### config.mk
export PLATFORM = sky130hd
export DESIGN_NAME = interrupt_controller
export DESIGN_NICKNAME = d
export VERILOG_FILES = /design/src/rtl/interrupt_controller.sv
export SDC_FILE = /design/constraint.sdc
export NUM_CORES = 1
export LEC_CHECK = 0
export ABC_AREA = 1
export BUFFER_PORTS_ARGS = -buffer_cell sky130_fd_sc_hd__clkbuf_2
export CORE_UTILIZATION = 35
export DETAILED_ROUTE_END_ITERATION = 10
export HOLD_SLACK_MARGIN = 0.15
export MAX_ROUTING_LAYER = met4
export PLACE_DENSITY = 0.67
export SLEW_MARGIN = 5
export SYNTH_ARGS = -nofsm -noshare
export SYNTH_HDL_FRONTEND = slang
export SYNTH_SLANG_ARGS = --single-unit
### constraint.sdc
create_clock -name sysClock -period 1.1 [get_ports sysClock]
set_clock_uncertainty 0.05 [all_clocks]
set_input_delay 0.22 -clock sysClock [delete_from_list [all_inputs] [get_ports sysClock]]
set_output_delay 0.22 -clock sysClock [all_outputs]
set_load 0.01 [all_outputs]
### src/rtl/interrupt_controller.sv
// ============================================================================
// interrupt_controller
//
// Purpose:
//   Vectors the eight timer interrupt sources of the joint TIFR/TIMSK pair
//   into the program counter. A masked flag that is pending while SREG.I is
//   set is taken at the next instruction boundary. The controller then spends
//   one VECTOR cycle emitting the PC load, the flag clear and the SREG.I
//   clear, and stays in ISR until RETI. There is no nesting: nothing is taken
//   while an ISR is running.
//
//   Fixed priority, bit 7 highest:
//     n = 7 OCF2  -> 0x008        n = 3 OCF1B -> 0x010
//     n = 6 TOV2  -> 0x00A        n = 2 TOV1  -> 0x012
//     n = 5 ICF1  -> 0x00C        n = 1 OCF0  -> 0x014
//     n = 4 OCF1A -> 0x00E        n = 0 TOV0  -> 0x016
//
// Configuration:
//   INTC_RETI_GUARD_EN - when defined, RETI passes through a GUARD state that
//   waits for one instr_boundary pulse. This guarantees that one main-program
//   instruction runs before the next interrupt. When undefined, RETI returns
//   straight to IDLE.
//
// Ports:
//   sysClock        in   system clock, rising edge
//   rst_n           in   asynchronous active-low reset
//   tifr_in[7:0]    in   timer flag vector
//   timsk_in[7:0]   in   timer interrupt mask, same bit map as tifr_in
//   sreg_i          in   SREG global interrupt enable
//   instr_boundary  in   pulse when an instruction completes
//   reti            in   pulse when RETI executes
//   program_counter in   current word-address PC
//   PC_overwrite    out  pulse: program memory loads PC_new
//   PC_new[13:0]    out  vector word address
//   return_pc[13:0] out  PC captured at vectoring, held until the next one
//   tifr_clear[7:0] out  one-hot pulse clearing the serviced flag
//   sreg_i_clear    out  pulse clearing SREG.I
//   isr_active      out  high while in ISR
// ============================================================================
module interrupt_controller (
    input  logic        sysClock,
    input  logic        rst_n,
    input  logic [7:0]  tifr_in,
    input  logic [7:0]  timsk_in,
    input  logic        sreg_i,
    input  logic        instr_boundary,
    input  logic        reti,
    input  logic [13:0] program_counter,
    output logic        PC_overwrite,
    output logic [13:0] PC_new,
    output logic [13:0] return_pc,
    output logic [7:0]  tifr_clear,
    output logic        sreg_i_clear,
    output logic        isr_active
);

`ifdef INTC_RETI_GUARD_EN
    typedef enum logic [2:0] {
        IDLE,
        WAIT_BOUNDARY,
        VECTOR,
        ISR,
        GUARD
    } state_t;
`else
    typedef enum logic [2:0] {
        IDLE,
        WAIT_BOUNDARY,
        VECTOR,
        ISR
    } state_t;
`endif

    state_t      state;
    logic [7:0]  pending;
    logic        irq_ok;
    logic [2:0]  top_bit;
    logic [13:0] vector_addr;

    // The highest set bit wins. Later iterations override earlier ones.
    function automatic logic [2:0] highest_bit(input logic [7:0] v);
        logic [2:0] r;
        r = 3'd0;
        for (int i = 0; i < 8; i++) begin
            if (v[i]) r = 3'(i);
        end
        return r;
    endfunction

    assign pending     = tifr_in & timsk_in;
    assign irq_ok      = (|pending) & sreg_i;
    assign top_bit     = highest_bit(pending);
    // 0x008 + 2*(7-n). Doubling the index is a left shift by one.
    assign vector_addr = 14'h008 + {10'd0, 3'd7 - top_bit, 1'b0};

    // All outputs are registered. The pulses are loaded on the edge that
    // enters VECTOR, so they are high exactly while the FSM sits in VECTOR
    // and fall back to zero on the following edge.
    always_ff @(posedge sysClock or negedge rst_n) begin
        if (!rst_n) begin
            state        <= IDLE;
            PC_overwrite <= 1'b0;
            PC_new       <= 14'd0;
            return_pc    <= 14'd0;
            tifr_clear   <= 8'd0;
            sreg_i_clear <= 1'b0;
            isr_active   <= 1'b0;
        end else begin
            PC_overwrite <= 1'b0;
            sreg_i_clear <= 1'b0;
            tifr_clear   <= 8'd0;
            case (state)
                IDLE: begin
                    if (irq_ok) state <= WAIT_BOUNDARY;
                end
                WAIT_BOUNDARY: begin
                    // The request can be withdrawn up to the boundary itself.
                    if (!irq_ok) begin
                        state <= IDLE;
                    end else if (instr_boundary) begin
                        state        <= VECTOR;
                        PC_overwrite <= 1'b1;
                        sreg_i_clear <= 1'b1;
                        tifr_clear   <= 8'h01 << top_bit;
                        PC_new       <= vector_addr;
                        return_pc    <= program_counter;
                    end
                end
                VECTOR: begin
                    state      <= ISR;
                    isr_active <= 1'b1;
                end
                ISR: begin
                    if (reti) begin
                        isr_active <= 1'b0;
`ifdef INTC_RETI_GUARD_EN
                        state      <= GUARD;
`else
                        state      <= IDLE;
`endif
                    end
                end
`ifdef INTC_RETI_GUARD_EN
                GUARD: begin
                    if (instr_boundary) state <= IDLE;
                end
`endif
                default: state <= IDLE;
            endcase
        end
    end

endmodule
==> results of run 1 <==
==> area by class of cell <==
cell class,instances,area (sq um),share of cell area [%]
sequential,30,752.0,35.77
timing repair buffer,96,628.1,29.88
multi-input combinational,117,559.3,26.61
clock buffer,6,82.58,3.929
tap,48,60.06,2.857
inverter,4,20.02,0.9524
==> worst max path at each step <==
| stage | endpoint | startpoint | cells after the start |
|---|---|---|---|
| after detailed placement | PC_new[4]$_DFFE_PN0P_ | tifr_in[2] | 9 |
| after global routing | tifr_clear[0]$_DFF_PN0_ | state[0]$_DFFE_PN0P_ | 6 |
| after floorplan | tifr_clear[7]$_DFF_PN0_ | state[1]$_DFFE_PN0P_ | 4 |
| after CTS | tifr_clear[4]$_DFF_PN0_ | state[1]$_DFFE_PN0P_ | 4 |
| after global placement | tifr_clear[3]$_DFF_PN0_ | tifr_in[2] | 9 |
| final | tifr_clear[7]$_DFF_PN0_ | state[0]$_DFFE_PN0P_ | 5 |
==> critical path, stage by stage, from the launching register on <==
cell and delay [ps]:
dfrtp_1 350, inv_2 70, nor2_8 120, nand4_4 150, or2_4 310, nor2_2 80
==> cell families after synthesis <==
group           Yosys count  synth area share (%)
other cells               1                0.2698
simple gates            103                 34.92
flops                    30                 54.01
buf+inv                  18                 9.361
compound gates            4                 1.439
==> sequential cells by signal, indices dropped and copies added, names as in the netlist <==
signal        count
state             2
tifr_clear        8
PC_new            4
isr_active        1
return_pc        14
sreg_i_clear      1
==> per-stage QoR <==
stage	instance area, sq um	power, uW	setup TNS (ps)	utilization [%]	worst slack (ps)
final	2102	4309	-1869	56.15	-108.6
after global routing	2102	4629	-3634	56.15	-169.2
after CTS	2081	4291	-2107	55.58	-136.4
after detailed placement	1821	3331	-4374	48.63	-204.2
after global placement	1821	3305	-3504	48.63	-161.1
after floorplan	1428	2633	-1196	-	-74.17
==> power breakdown <==
| part | total [uW] | leakage, uW | switching, uW | internal (uW) |
|---|---|---|---|---|
| combinational | 1720 | 0.000781 | 908 | 814 |
| clock | 840 | 0.0000431 | 359 | 481 |
| sequential | 1750 | 0.000385 | 241 | 1510 |
| total | 4310 | 0.00121 | 1510 | 2800 |
==> metal layers <==
metal | wire (um) | track usage [%]
met1 | 1329 | 19.11
met2 | 1551 | 29.17
met3 | 176 | 4.577
met4 | 76 | 7.337
met5 | 0 | -
==> placed cells by master, fill, tap and decap left out, types with 2 or more instances in the layout <==
cell type       n
buf_12          2
nand2_2         5
conb_1         10
buf_4          15
clkbuf_2       63
dlygate4sd3_1  16
nor2_1          5
inv_1           2
nand2_4         2
clkbuf_8        6
nand2_1        75
nand3_1         3
nor2_2          4
dfrtp_1        29
nand4_1         2
a21oi_1         2
==> timing repair <==
| action | in CTS | in global routing |
|---|---|---|
| setup buffers | 2 | 1 |
| hold buffers | 16 | 0 |
| pin swaps | 5 | 6 |
| endpoints found under the hold margin | 45 | 0 |
| gates resized for setup | 1 | 6 |
| endpoints found under the setup margin | 27 | 28 |
==> qor.csv, run 1 <==
stage,metric,value,unit
outcome,status,finished with violations,
outcome,violations,setup timing,
synthesis,ys.flop_type,dfrtp_1,
worst_hold_path,hold_path_end,state[1]$_DFFE_PN0P_,
global_route,grt_pass1_wl,5347,um
worst_hold_path,min_delay_path_depth,5,
die,initial_core_util,37.13,%
drt,vias_per_cell,4.339,
worst_setup_path,rrSetupSlack,-110,ps
job,max-cap-violations,0,
synthesis,syn_area_per_cell,8.911,sq um
placed_design,placed_cells,276,
die,io_pins,74,
worst_setup_path,worstPathRequired,1250,ps
clock_network,cts_buffers,5,
die,fp.dieW,65.02,um
synthesis,syn_inst,156,
synthesis,syn_area,1390,sq um
timing,rsz0062_at_grt,yes,
global_route,grt_max_degree,18,
drt,drcViolationCount,0,
synthesis,ys_seq_area_share,54.01,%
synthesis,async_flop_share,100.0,%
die,core_area,3744,sq um
die,die_y,65.02,um
worst_setup_path,rr_worst_depth,5,
synthesis,synth_seq_cells,30,
power_and_ir_drop,p_leak,0.001209,uW
worst_setup_path,crit_arrival,1360,ps
drt,ant_nets,0,
power_and_ir_drop,irDropWorstVdd,1.038,mV
clock_network,cts_buffer_depth,2,
timing,hold_viol,0,
cells_and_area,area_growth,51.22,%
clock_network,path_clk_slew,60,ps
worst_setup_path,cp-start-kind,flip-flop,
global_route,grt_pass1_vias,1265,
synthesis,yosys.area.top_type,dfrtp_1,
cells_and_area,instances_no_fill,301,
synthesis,synthTopCellsByArea,"dfrtp_1 (54%), nand2_1 (21%), buf_4 (6.5%)",
worst_setup_path,path_class,flip-flop to flip-flop,
worst_setup_path,path_max_fanout,6,
drt,drt_wl_total,3132,um
synthesis,synth_edf_count,0,
global_route,grt.total_usage,17.24,%
worst_setup_path,end_kind,flip-flop,
drt,vias,1306,
drt,avgRoutedWirePerCell,10.41,um
drt,drt_iter0_drc,65,
drt,first_pass_iters,4,
synthesis,ys_warn_count,0,
timing,finalCriticalPeriod,1209,ps
worst_setup_path,r2r_start,state[0]$_DFFE_PN0P_,
global_route,grt_antenna_before_repair,0,
clock_network,cts_sinks,30,
timing,setup_viol_count_final,28,
power_and_ir_drop,powerDensity,2050,nW/um^2
cells_and_area,fillCellCount,389,
synthesis,synth_commonest_cells,"nand2_1 (79), dfrtp_1 (30), buf_4 (12)",
worst_hold_path,hold_path.class,input pin to flip-flop,
synthesis,synth_top_area_share,54.01,%
worst_setup_path,r2r_end,tifr_clear[7]$_DFF_PN0_,
clock_network,h-tree-depth,2,
clock_network,root_buffer,clkbuf_8,
placed_design,gp_congestion,0.7824,
timing,final.setup.worst_slack,-108.6,ps
die,rows,22,
synthesis,synth_most_common_cell,nand2_1,
clock_network,cts_tree,done,
timing,drv_slew,0,
clock_network,clock_latency,270,ps
cells_and_area,nets,289,
timing,fmax,827.4,MHz
die,die-area,4228,sq um
placed_design,hpwlAfterDp,2154,um
timing,min_period_over_period,109.9,%
cells_and_area,drive_gt1_share,42.29,%
placed_design,numPortBuffers,63,
worst_hold_path,min_from,sreg_i,
global_route,overflow,0,
timing,hold_slack,306.5,ps
synthesis,ys_types,24,
cells_and_area,n_antenna_cell,0,
Note: power is estimated with default switching activity, not from simulation.
==> run 2, diff against run 1 <==
Settings changed: PLACE_DENSITY 0.67 to 0.79, SLEW_MARGIN 5 to 25.
==> run 2 against run 1 <==
Compared with the run above: the run still ends with setup timing left; largest cell class unchanged; first-iteration DRC count shrank 38%; sequential power is essentially flat; clock power grew 7.6%; critical path type unchanged.
==> qor.csv, run 2 (synthesized netlist as in run 1, its figures left out) <==
stage,metric,value,unit,change
worst_setup_path,path_max_fanout,6,,unchanged
timing,setup_tns,-1478,ps,was -1869 ps
die,initial_core_util,37.13,%,unchanged
job,max-cap-violations,0,,unchanged
worst_setup_path,worstPathCellList,inv_2 -> nor2_8 -> nand4_4 -> or2_4 -> nor2_2,,unchanged
timing,drv_slew,0,,unchanged
placed_design,hpwlAfterDp,2212,um,was 2154 um
drt,vias,1289,,was 1306
worst_setup_path,crit_arrival,1360,ps,about the same
cells_and_area,final_common_cell,nand2_1,,unchanged
timing,hold_slack,156.3,ps,was 306.5 ps
clock_network,path_clk_slew,70,ps,was 60 ps
outcome,violations,setup timing,,unchanged
worst_setup_path,path_buf_inv,1,,unchanged
drt,drt_iter0_drc,40,,was 65
worst_setup_path,path_class,flip-flop to flip-flop,,unchanged
cells_and_area,instances_no_fill,302,,was 301
worst_setup_path,worstPathRequired,1260,ps,was 1250 ps
timing,min_period_over_period,109.1,%,was 109.9%
drt,vias_per_cell,4.268,,was 4.339
global_route,grt_pass1_wl,4988,um,was 5347 um
drt,avgRoutedWirePerCell,9.970,um,was 10.41 um
power_and_ir_drop,p_leak,0.001207,uW,was 0.001209 uW
clock_network,root_buffer,clkbuf_8,,unchanged
timing,fmax,833.3,MHz,was 827.4 MHz
timing,rsz0062_at_grt,yes,,unchanged
power_and_ir_drop,power,4335,uW,was 4309 uW
worst_setup_path,rrSetupSlack,-100,ps,was -110 ps
timing,setup_viol_count_final,27,,was 28
worst_setup_path,critPathSlowestCell,dfrtp_1,,unchanged
placed_design,numPortBuffers,63,,unchanged
cells_and_area,top_register,return_pc,,unchanged
global_route,grt.total_usage,16.04,%,was 17.24%
worst_setup_path,path_delay_family,simple AND/OR/NAND/NOR gates,,unchanged
cells_and_area,n_antenna_cell,0,,unchanged
worst_setup_path,worst_path_largest_cell_delay,350,ps,about the same
timing,final.setup.worst_slack,-100.0,ps,was -108.6 ps
die,io_pins,74,,unchanged
outcome,status,finished with violations,,unchanged
power_and_ir_drop,irDropWorstVdd,0.7667,mV,was 1.038 mV
clock_network,clock_latency,270,ps,about the same
clock_network,cts_sinks,30,,unchanged
timing,hold_viol,0,,unchanged
timing,finalCriticalPeriod,1200,ps,was 1209 ps
die,rows,22,,unchanged
global_route,overflow,0,,unchanged
cells_and_area,nets,288,,was 289
cells_and_area,reg.largest.list,"return_pc (14), tifr_clear (8), PC_new (4)",,unchanged
cells_and_area,drive_gt1_share,41.73,%,was 42.29%
clock_network,h-tree-depth,2,,unchanged
cells_and_area,largest_register_ffs,14,,unchanged
drt,drt_wl_total,3011,um,was 3132 um
die,die-area,4228,sq um,unchanged
clock_network,cts_tree,done,,unchanged
global_route,grt_antenna_before_repair,0,,unchanged
power_and_ir_drop,powerDensity,2067,nW/um^2,was 2050 nW/um^2
die,core_area,3744,sq um,unchanged
drt,drcViolationCount,0,,unchanged
drt,ant_nets,0,,unchanged
clock_network,cts_buffers,5,,unchanged
worst_hold_path,hold_path.class,input pin to flip-flop,,unchanged
placed_design,gp_congestion,0.7576,,was 0.7824
worst_setup_path,end_kind,flip-flop,,unchanged
die,fp.dieW,65.02,um,unchanged
placed_design,pre_cts_slack,-189.7,ps,was -204.2 ps
placed_design,placed_cells,277,,was 276
drt,first_pass_iters,4,,unchanged
global_route,grt_max_degree,18,,unchanged
global_route,grt_pass1_vias,1223,,was 1265
worst_setup_path,cp-start-kind,flip-flop,,unchanged
cells_and_area,area_growth,50.86,%,was 51.22%
die,die_y,65.02,um,unchanged
clock_network,cts_buffer_depth,2,,unchanged
cells_and_area,mostFrequentLayoutCells,"nand2_1 (77), clkbuf_2 (63), dfrtp_1 (29)",,"was nand2_1 (75), clkbuf_2 (63), dfrtp_1 (29)"
==> run 2: changes by cell type in the layout (fill, tap and decap cells not counted), sizes merged <==
cell and delta:
clkinv +1, clkinvlp +1, dlygate4sd3 -1
==> run 2: worst reg2reg max path: cells and delay by family (launching register included) <==
kind | cells | cell delay, ps
buffers and inverters | 1 | 70
and+or+nand+nor | 4 | 670
DFF | 1 | 350
==> run 2: path summary, 6_finish.rpt <==
| kind | from | end | depth (start not counted) |
|---|---|---|---|
| min reg2reg | isr_active$_DFFE_PN0P_ | isr_active$_DFFE_PN0P_ | 2 |
| min | reti | isr_active$_DFFE_PN0P_ | 4 |
| max reg2reg | state[0]$_DFFE_PN0P_ | tifr_clear[5]$_DFF_PN0_ | 5 |
| max | state[0]$_DFFE_PN0P_ | tifr_clear[5]$_DFF_PN0_ | 5 |
| min in group asynchronous | rst_n | tifr_clear[2]$_DFF_PN0_ | 2 |
| max in group asynchronous | rst_n | return_pc[9]$_DFFE_PN0P_ | 3 |
==> run 2: routing by layer <==
metal | vias to the layer above | part of all wire, % | GRT usage [%] | wire (um)
li1 | 658 | - | - | -
met5 | - | 0 | - | 0
met4 | 0 | 2.1 | 8.152 | 64
met3 | 9 | 4.5 | 3.521 | 136
met2 | 40 | 52 | 28.39 | 1573
met1 | 582 | 41 | 16.63 | 1237
==> run 2: final cells by class <==
cell class              instances  area, sq um
multi-input cells             117        551.8
inverters                       4        20.02
fillers                       356         1647
flip-flops and latches         30        752.0
clock inverters                 2        12.51
repair buffers                 95        618.1
well taps                      48        60.06
clock buffers                   6        82.58
==> run 2: repair_timing <==
action                     in CTS  in global routing
resized for setup               2                  1
pin swaps                       4                  2
hold endpoints to repair       44                  0
buffers inserted                0                  2
setup endpoints to repair      27                 29
hold buffers                   15                  0
==> run 2: report_power, final <==
| part | switching (uW) | internal, uW | leakage, uW |
|---|---|---|---|
| registers | 238 | 1510 | 0.000385 |
| logic | 890 | 797 | 0.000775 |
| clock network | 402 | 502 | 0.0000472 |
==> run 2: stage by stage <==
step                      cell area [sq um]  util, %
after CTS                              2079    55.55
after global routing                   2097    56.02
after global placement                 1828    48.83
final                                  2097    56.02
after detailed placement               1828    48.83
after floorplan                        1428        -
==> run 3, diff against run 2 <==
Settings changed: GPL_TIMING_DRIVEN from default to 0.
==> run 3 against run 2 <==
Compared with the run above: the run ends with hold timing, setup timing left; critical endpoint unchanged; worst setup slack got worse by 18 ps; final area increased by 3.3%; clock power up 19%; combinational power up 8%; first-iteration DRC count rose by 140%; register-to-register slack worse by 20 ps; total power up 7.3%.
==> qor.csv, run 3 (synthesized netlist as in run 1, its figures left out) <==
stage,metric,value,unit,change
outcome,status,finished with violations,,unchanged
outcome,violations,"hold timing, setup timing",,was setup timing
power_and_ir_drop,intPower,3041,uW,was 2805 uW
worst_setup_path,rr_worst_depth,5,,unchanged
power_and_ir_drop,clockPowerShare,23.2,%,was 20.9%
die,initial_core_util,37.13,%,unchanged
cells_and_area,drive_gt1_share,43.68,%,was 41.73%
cells_and_area,largest_register_ffs,14,,unchanged
worst_setup_path,rrSetupSlack,-120,ps,was -100 ps
worst_setup_path,end_kind,flip-flop,,unchanged
drt,drt_wl_total,3336,um,was 3011 um
power_and_ir_drop,switchingPower,1610,uW,was 1530 uW
timing,finalCriticalPeriod,1218,ps,was 1200 ps
drt,drt_iter0_drc,96,,was 40
drt,vias_per_cell,4.307,,was 4.268
timing,setup_viol_count_final,28,,was 27
clock_network,cts_buffers,5,,unchanged
cells_and_area,multi_input_area,559.3,sq um,was 551.8 sq um
timing,min_period_over_period,110.7,%,was 109.1%
cells_and_area,top_register,return_pc,,unchanged
worst_setup_path,crit_arrival,1390,ps,was 1360 ps
global_route,grt.total_usage,17.39,%,was 16.04%
timing,hold_viol,30,,was 0
cells_and_area,reg.largest.list,"return_pc (14), tifr_clear (8), PC_new (4)",,unchanged
cells_and_area,n_antenna_cell,0,,unchanged
clock_network,clock_latency,280,ps,was 270 ps
power_and_ir_drop,seq_power_share,37.4,%,was 40.2%
die,io_pins,74,,unchanged
die,fp.dieW,65.02,um,unchanged
timing,drv_slew,0,,unchanged
clock_network,cts_sinks,30,,unchanged
cells_and_area,final_cell_area,2167,sq um,was 2097 sq um
timing,hold_slack,-65.68,ps,was 156.3 ps
worst_setup_path,path_max_fanout,5,,was 6
die,die_y,65.02,um,unchanged
timing,slew_headroom,51.21,%,
power_and_ir_drop,irDropWorstVdd,1.018,mV,was 0.7667 mV
die,rows,22,,unchanged
power_and_ir_drop,sw_frac_of_total,34.62,%,was 35.30%
placed_design,gp_congestion,0.7795,,was 0.7576
placed_design,numPortBuffers,63,,unchanged
worst_setup_path,r2r_end,tifr_clear[5]$_DFF_PN0_,,unchanged
cells_and_area,nets,295,,was 288
drt,avgRoutedWirePerCell,10.80,um,was 9.970 um
power_and_ir_drop,powerDensity,2146,nW/um^2,was 2067 nW/um^2
global_route,grt_pass1_wl,5347,um,was 4988 um
clock_network,holdBufCountCts,15,,unchanged
power_and_ir_drop,comb_power_share,39.4,%,was 38.9%
worst_hold_path,hold_path.class,input pin to asynchronous set/reset pin,,was input pin to flip-flop
worst_setup_path,r2r_start,state[0]$_DFFE_PN0P_,,unchanged
clock_network,path_clk_slew,70,ps,about the same
cells_and_area,mostFrequentLayoutCells,"nand2_1 (78), clkbuf_2 (63), dfrtp_1 (29)",,"was nand2_1 (77), clkbuf_2 (63), dfrtp_1 (29)"
die,core_area,3744,sq um,unchanged
power_and_ir_drop,p_leak,0.001268,uW,was 0.001207 uW
worst_setup_path,cp-start-kind,flip-flop,,unchanged
clock_network,root_buffer,clkbuf_8,,unchanged
global_route,grt_max_degree,31,,was 18
cells_and_area,area_growth,55.90,%,was 50.86%
placed_design,hpwlAfterDp,2166,um,was 2212 um
clock_network,cts_tree,done,,unchanged
drt,drcViolationCount,0,,unchanged
cells_and_area,final_common_cell,nand2_1,,unchanged
timing,final.setup.worst_slack,-117.7,ps,was -100.0 ps
die,die-area,4228,sq um,unchanged
job,max-cap-violations,0,,unchanged
drt,vias,1331,,was 1289
timing,rsz0062_at_grt,yes,,unchanged
clock_network,h-tree-depth,2,,unchanged
timing,fmax,821.3,MHz,was 833.3 MHz
cells_and_area,fillCellCount,338,,was 356
timing,worst_pin_slew,731.9,ps,
drt,ant_nets,0,,unchanged
cells_and_area,ff_latch_area,752.0,sq um,unchanged
global_route,grt_antenna_before_repair,0,,unchanged
global_route,grt_pass1_vias,1288,,was 1223
placed_design,place_area,1803,sq um,was 1828 sq um
drt,first_pass_iters,4,,unchanged
global_route,overflow,0,,unchanged
worst_setup_path,path_class,flip-flop to flip-flop,,unchanged
clock_network,cts_buffer_depth,2,,unchanged
worst_setup_path,worstPathRequired,1270,ps,was 1260 ps
run 3: cell types whose count changed in the layout (fill, tap and decap cells not counted), sizes merged:
cell      delta
clkinvlp     -1
clkbuf       -1
buf          +7
bufinv       +1
clkinv       +1
run 3: metal layers:
layer  vias up  share of wire [%]  global-route usage [%]
met3         9                4.7                   4.930
met5         -                  0                       -
met2        43                 55                   32.03
li1        672                  -                       -
met4         0                2.7                   8.424
met1       607                 38                   16.43
run 3: power by group through the flow:
stage                     Clock [uW]  Sequential (uW)  Combinational [uW]
after floorplan                    0             1930                 707
after global placement             0             1750                1430
after detailed placement           0             1770                1480
after CTS                       1110             1740                1680
after global routing            1160             1780                2030
final                           1080             1740                1830
run 3: through the flow:
stage          utilization, %  setup slack (ps)  std cells  TNS, ps  power [uW]
4_1_cts                 56.82            -100.9        304    -1718        4526
2_1_floorplan               -            -74.17        165    -1196        2633
5_1_grt                 57.89            -178.9        309    -4245        4979
3_3_place_gp            48.16            -253.2        276    -5106        3186
3_5_place_dp            48.16            -261.3        276    -5193        3251
6_report                57.89            -117.7        309    -2224        4651
run 3: worst max path at each step:
stage	startpoint	endpoint	slack, ps
final	state[0]$_DFFE_PN0P_	tifr_clear[5]$_DFF_PN0_	-120
after global routing	state[0]$_DFFE_PN0P_	return_pc[6]$_DFFE_PN0P_	-180
after CTS	state[0]$_DFFE_PN0P_	tifr_clear[5]$_DFF_PN0_	-100
after detailed placement	tifr_in[7]	return_pc[12]$_DFFE_PN0P_	-260
after global placement	tifr_in[7]	return_pc[8]$_DFFE_PN0P_	-250
after floorplan	state[1]$_DFFE_PN0P_	tifr_clear[7]$_DFF_PN0_	-70
run 3: repair_timing:
| item | in CTS | in global routing |
|---|---|---|
| pin swaps | 5 | 1 |
| endpoints found under the hold margin | 45 | 30 |
| resized for setup | 5 | 1 |
| gates cloned | 1 | 0 |
| buffers inserted | 5 | 5 |
| setup endpoints to repair | 28 | 34 |
run 3: final cells by class:
cell class | count | area share [%]
clock inverters | 3 | 1.848
flip-flops and latches | 30 | 34.70
repair buffers | 89 | 26.04
plain buffers | 13 | 4.850
multi-input cells | 117 | 25.81
well taps | 48 | 2.771
inverters | 4 | 0.8083
clock buffers | 5 | 3.176
run 3: critical path: stages (launching register included):
cell and delay (ps):
dfrtp_1 370, inv_2 80, nor2_8 130, nand4_4 130, or2_4 310, nor2_2 90
